## config.mk

```make
export PLATFORM = sky130hd
export DESIGN_NAME = ram8_arbiter
export DESIGN_NICKNAME = d
export VERILOG_FILES = /design/src/rtl/mem_arb_pkg.sv /design/src/rtl/rr_pick.sv /design/src/rtl/ram8_arbiter.sv
export SDC_FILE = /design/constraint.sdc
export NUM_CORES = 1
export LEC_CHECK = 0
export CORE_MARGIN = 2
export CORE_UTILIZATION = 40
export DETAILED_ROUTE_END_ITERATION = 8
export PLACE_DENSITY = 0.85
export SLEW_MARGIN = 30
export SYNTH_ARGS = -nofsm -noshare
export SYNTH_HDL_FRONTEND = slang
export SYNTH_SLANG_ARGS = --single-unit
```

## constraint.sdc

```tcl
create_clock -name clk -period 2 [get_ports clk]
set_input_delay 0.3 -clock clk [delete_from_list [all_inputs] [get_ports clk]]
set_output_delay 0.3 -clock clk [all_outputs]
set_load 0.005 [all_outputs]
```

## src/rtl/mem_arb_pkg.sv

```systemverilog
// Shared types and constants for the RAM8 arbiter slice.
package mem_arb_pkg;

    localparam int unsigned DATA_W = 16;
    localparam int unsigned ADDR_W = 3;

    typedef enum logic {
        IDLE   = 1'b0,
        ACCESS = 1'b1
    } state_t;

    typedef logic port_id_t;

endpackage

```

## src/rtl/rr_pick.sv

```systemverilog
// Two-way combinational picker: one-hot grant from the eligible request vector.
// Build option: ARB_FIXED_PRIO_EN selects fixed priority (port 0 wins) instead of round-robin.
module rr_pick
    import mem_arb_pkg::*;
(
    input  logic [1:0] elig,
    input  port_id_t   last,
    output logic [1:0] gnt,
    output logic       valid
);

`ifdef ARB_FIXED_PRIO_EN
    // Port 0 always wins contention; last is ignored in this variant.
    always_comb begin
        gnt   = '0;
        valid = |elig;
        if (elig[0]) begin
            gnt = 2'b01;
        end else if (elig[1]) begin
            gnt = 2'b10;
        end
    end
`else
    // On contention grant the port that was not served last.
    always_comb begin
        gnt   = elig;
        valid = |elig;
        if (elig == 2'b11) begin
            gnt = last ? 2'b01 : 2'b10;
        end
    end
`endif

endmodule

```

## src/rtl/ram8_arbiter.sv

```systemverilog
// Two-port arbiter/sequencer sharing one RAM8 (8 x 16) with registered RAM pins.
// Build option: ARB_FIXED_PRIO_EN switches the picker to fixed port-0 priority.
module ram8_arbiter
    import mem_arb_pkg::*;
#(
    parameter int unsigned DATA_W = mem_arb_pkg::DATA_W,
    parameter int unsigned ADDR_W = mem_arb_pkg::ADDR_W
) (
    input  logic              clk,
    input  logic              re,
    input  logic              req0,
    input  logic              req1,
    input  logic              we0,
    input  logic              we1,
    input  logic [ADDR_W-1:0] addr0,
    input  logic [ADDR_W-1:0] addr1,
    input  logic [DATA_W-1:0] wdata0,
    input  logic [DATA_W-1:0] wdata1,
    output logic              gnt0,
    output logic              gnt1,
    output logic              rvalid0,
    output logic              rvalid1,
    output logic [DATA_W-1:0] rdata0,
    output logic [DATA_W-1:0] rdata1,
    output logic              ram_e,
    output logic              ram_w,
    output logic              ram_r,
    output logic [ADDR_W-1:0] ram_addr,
    output logic [DATA_W-1:0] ram_din,
    input  logic [DATA_W-1:0] ram_dout
);

    state_t            state_q, state_d;
    port_id_t          sel_q, last_q;
    logic [1:0]        elig, pick_gnt;
    logic              pick_valid;
    port_id_t          pick_port;
    logic              ram_w_d, ram_r_d;
    logic [ADDR_W-1:0] ram_addr_d;
    logic [DATA_W-1:0] ram_din_d;
    logic              rd_done0, rd_done1;

    rr_pick u_pick (
        .elig  (elig),
        .last  (last_q),
        .gnt   (pick_gnt),
        .valid (pick_valid)
    );

    // Next-state and next RAM-pin values; the port served now is masked from the next pick.
    always_comb begin
        elig       = {req1, req0};
        state_d    = IDLE;
        pick_port  = pick_gnt[1];
        ram_w_d    = 1'b0;
        ram_r_d    = 1'b0;
        ram_addr_d = ram_addr;
        ram_din_d  = ram_din;
        if (state_q == ACCESS) begin
            elig = {req1 & (sel_q != 1'b1), req0 & (sel_q != 1'b0)};
        end
        if (pick_valid) begin
            state_d    = ACCESS;
            ram_addr_d = pick_port ? addr1 : addr0;
            ram_din_d  = pick_port ? wdata1 : wdata0;
            ram_w_d    = pick_port ? we1 : we0;
            ram_r_d    = ~ram_w_d;
        end
        rd_done0 = (state_q == ACCESS) && ram_r && (sel_q == 1'b0);
        rd_done1 = (state_q == ACCESS) && ram_r && (sel_q == 1'b1);
    end

    // State, registered RAM pins, grants and read-data capture.
    always_ff @(posedge clk or negedge re) begin
        if (!re) begin
            state_q  <= IDLE;
            sel_q    <= 1'b0;
            last_q   <= 1'b1;
            gnt0     <= 1'b0;
            gnt1     <= 1'b0;
            ram_e    <= 1'b0;
            ram_w    <= 1'b0;
            ram_r    <= 1'b0;
            ram_addr <= '0;
            ram_din  <= '0;
            rvalid0  <= 1'b0;
            rvalid1  <= 1'b0;
            rdata0   <= '0;
            rdata1   <= '0;
        end else begin
            state_q  <= state_d;
            gnt0     <= pick_gnt[0];
            gnt1     <= pick_gnt[1];
            ram_e    <= pick_valid;
            ram_w    <= ram_w_d;
            ram_r    <= ram_r_d;
            ram_addr <= ram_addr_d;
            ram_din  <= ram_din_d;
            if (pick_valid) begin
                sel_q  <= pick_port;
                last_q <= pick_port;
            end
            rvalid0 <= rd_done0;
            rvalid1 <= rd_done1;
            if (rd_done0) begin
                rdata0 <= ram_dout;
            end
            if (rd_done1) begin
                rdata1 <= ram_dout;
            end
        end
    end

endmodule

```

==> results.yml <==
route:
  dr_wl_met2_um: 2891
  wl_per_cell_um: 14.70
  drtIter0Drc: 69
  drt_drc_violations_left: 0
  wl_met1_um: 2305
  num_vias: 1946
  drt_first_pass_iters: 4
  finalWirelength_um: 5791
  viasPerCell: 4.939
  wl_met3_um: 531
  antenna_left: 0
  maxUsedRoutingLayer: "met4"
sta:
  finalCritPeriodShare_pct: 81.40
  setup_viol: 0
  tns_ns: 0
  tightest_slew_ns: 0.7456
  hold_viol_final: 0
  fmaxAchievable_mhz: 614.3
  rsz0062_at_grt: "no"
  timing.hold.ws_ns: 0.04605
  period_needed_ns: 1.628
  clock_skew_ns: 0.008540
  relSlewSlack_pct: 50.29
  final-max-slew-violation-count: 0
worst_setup_path:
  crit_arrival_ns: 1.33
  crit_family: "buffers and inverters"
  r2r_start: "ram_e$_DFF_PN0_"
  startpoint: "ram_e$_DFF_PN0_"
  r2r_slack_ns: 0.51
  crit_fanout: 7
  cp-start-kind: "register"
  slowest_delay_ns: 0.55
  worstPathCellList: "clkdlybuf4s50_1"
  path_class: "register to output pin"
  r2r_cells: 4
  worstSetupEndpointType: "output pin"
  required_ns: 1.70
  timing.rr.end: "ram_din[9]$_DFFE_PN0P_"
  cp_num_buf_inv: 1
  critPathSlowestCell: "clkdlybuf4s50_1"
yosys:
  synthTopCellsByCount: "59 x dfrtp_1, 50 x nand2_1, 19 x a221o_1, 18 x and2_0, 16 x mux2_2"
  synth_top_cell_area_share_pct: 62.53
  synthTopCellsByArea: "dfrtp_1 63%, a221o_1 8.1%, nand2_1 7.9%"
  synth_most_common_cell: "dfrtp_1"
  ys.warnings.count: 0
  synth_seq_area_share_pct: 63.65
  syn_area_per_cell_um2: 12.17
  ys_types: 23
  postSynthCellCount: 194
  synth_top_cell_by_area: "dfrtp_1"
  synthArstFlopShare_pct: 100.0
  synth_seq_cells: 60
  synth_edf_count: 0
  syn_area_mm2: 0.002361
  ys.flop_type: "dfrtp_1"
  synth_nets: 254
floorplanning:
  coreArea_mm2: 0.005608
  initial_core_util_pct: 42.10
  fp-row-count: 27
  die-area_mm2: 0.006533
  die_h_um: 80.83
  ios: 118
  die_w_um: 80.83
cells_and_area:
  drive_gt1_share_pct: 11.80
  nFillCells: 459
  fin_nets: 377
  num_antenna_cells: 0
  syn_to_final_growth_pct: 62.32
grt:
  antenna_found_initial: 0
  gr-usage-all-layers_pct: 19.16
  grt_pass1_vias: 2066
  grt_max_degree: 33
  grt_overflow: 0
  grt_pass1_wl_um: 9459
pwr:
  pwr-share-comb_pct: 35.9
  clockPowerShare_pct: 23.8
  power_switching_uw: 1270
  power_per_cell_area_mw_per_mm2: 1265
  swShare_pct: 26.19
  vdd_drop_max_mv: 0.6658
  p_int_uw: 3579
  p_leak_uw: 0.001690
  seqPwrFrac_pct: 40.3
clock_network:
  clockRootBuffer: "clkbuf_8"
  h-tree-depth: 3
  clockBufferDepth: 2
  path_clk_slew_ns: 0.07
  cts_buffers: 9
  cts_setup_buffers: 0
  clock_latency_ns: 0.32
  hold_buffers: 0
  cts_sinks: 60
  cts_tree: "built"
  cts_resized: 0
worst_hold_path:
  hp-class: "input pin to asynchronous set/reset pin"
job:
  drv_cap: 0
placed_design:
  dp_hpwl_um: 4214
  place_congestion: 0.7355
  port-buffer-count: 117
run_status:
  status: "complete, no violations"
[per-stage QoR]
step                instance area, um^2  util, %  total power [uW]  instances  setup WS [ns]
floorplan                          2361        -              2516        194         0.5781
global placement                   3616    64.48              3658        378         0.2484
detailed placement                 3616    64.48              3734        378         0.1570
CTS                                3832    68.34              4903        394         0.3543
global route                       3832    68.34              5145        394         0.2913
finish                             3832    68.34              4849        394         0.3720
[placed cells by master (no fill, tap or decap)]
cell type,count
buf_4,2
buf_12,2
nand2_1,50
and2_1,1
clkinv_1,1
o21ai_1,1
a21oi_1,1
clkdlybuf4s50_1,116
mux2_2,16
and2_0,18
o21ai_0,1
clkbuf_8,13
buf_2,1
bufinv_16,1
nor2_1,4
and3_4,1
nand2b_1,1
mux2i_1,1
inv_1,3
clkbuf_1,2
nand3b_1,2
dfstp_2,1
a21o_1,2
dfrtp_1,59
a221o_1,19
nor2b_1,2
nand3_2,1
[cell type report]
class	count	area, um^2	share of cell area [%]
sequential	60	1503	39.21
multi-input combinational	121	787.0	20.54
clock inverter	1	30.03	0.7835
inverter	4	15.01	0.3918
clock buffer	15	186.4	4.865
timing repair buffer	121	1221	31.86
tap	72	90.09	2.351
[how the worst max path moves through the flow]
stage,cells after the start,endpoint
after global placement,5,ram_addr[2]$_DFFE_PN0P_
after CTS,1,ram_e
after floorplan,5,ram_addr[0]$_DFFE_PN0P_
after detailed placement,5,ram_din[9]$_DFFE_PN0P_
after global routing,1,ram_e
final,1,ram_e
[flip-flops by register name, indices dropped and copies added (netlist names)]
signal    flops
last_q        1
ram_w         1
gnt1          1
ram_e         1
rvalid0       1
ram_addr      3
rvalid1       1
gnt0          1
rdata0       16
ram_din      16
sel_q         1
rdata1       16
ram_r         1
[routing by layer]
metal  GRT usage [%]  up-vias
li1                -      910
met1           21.79      935
met2           33.39       94
met3           6.778        7
met4           6.610        0
met5               0        -
[cell families (layout without fill, tap and decap cells)]
family          after synthesis  after routing  synth area share, %
compound gates               24             24                9.326
mux                          17             17                8.055
buf+inv                      13            141                3.020
simple gates                 80             80                15.95
flops                        60             60                63.65
[power by group through the flow]
stage | clock (uW) | sequential, uW | combinational (uW)
after floorplan | 0 | 1980 | 538
after global placement | 0 | 1950 | 1710
after detailed placement | 0 | 1970 | 1770
after CTS | 1170 | 1960 | 1770
after global routing | 1240 | 2010 | 1890
final | 1150 | 1950 | 1740
Note: power is estimated with default switching activity, not from simulation.
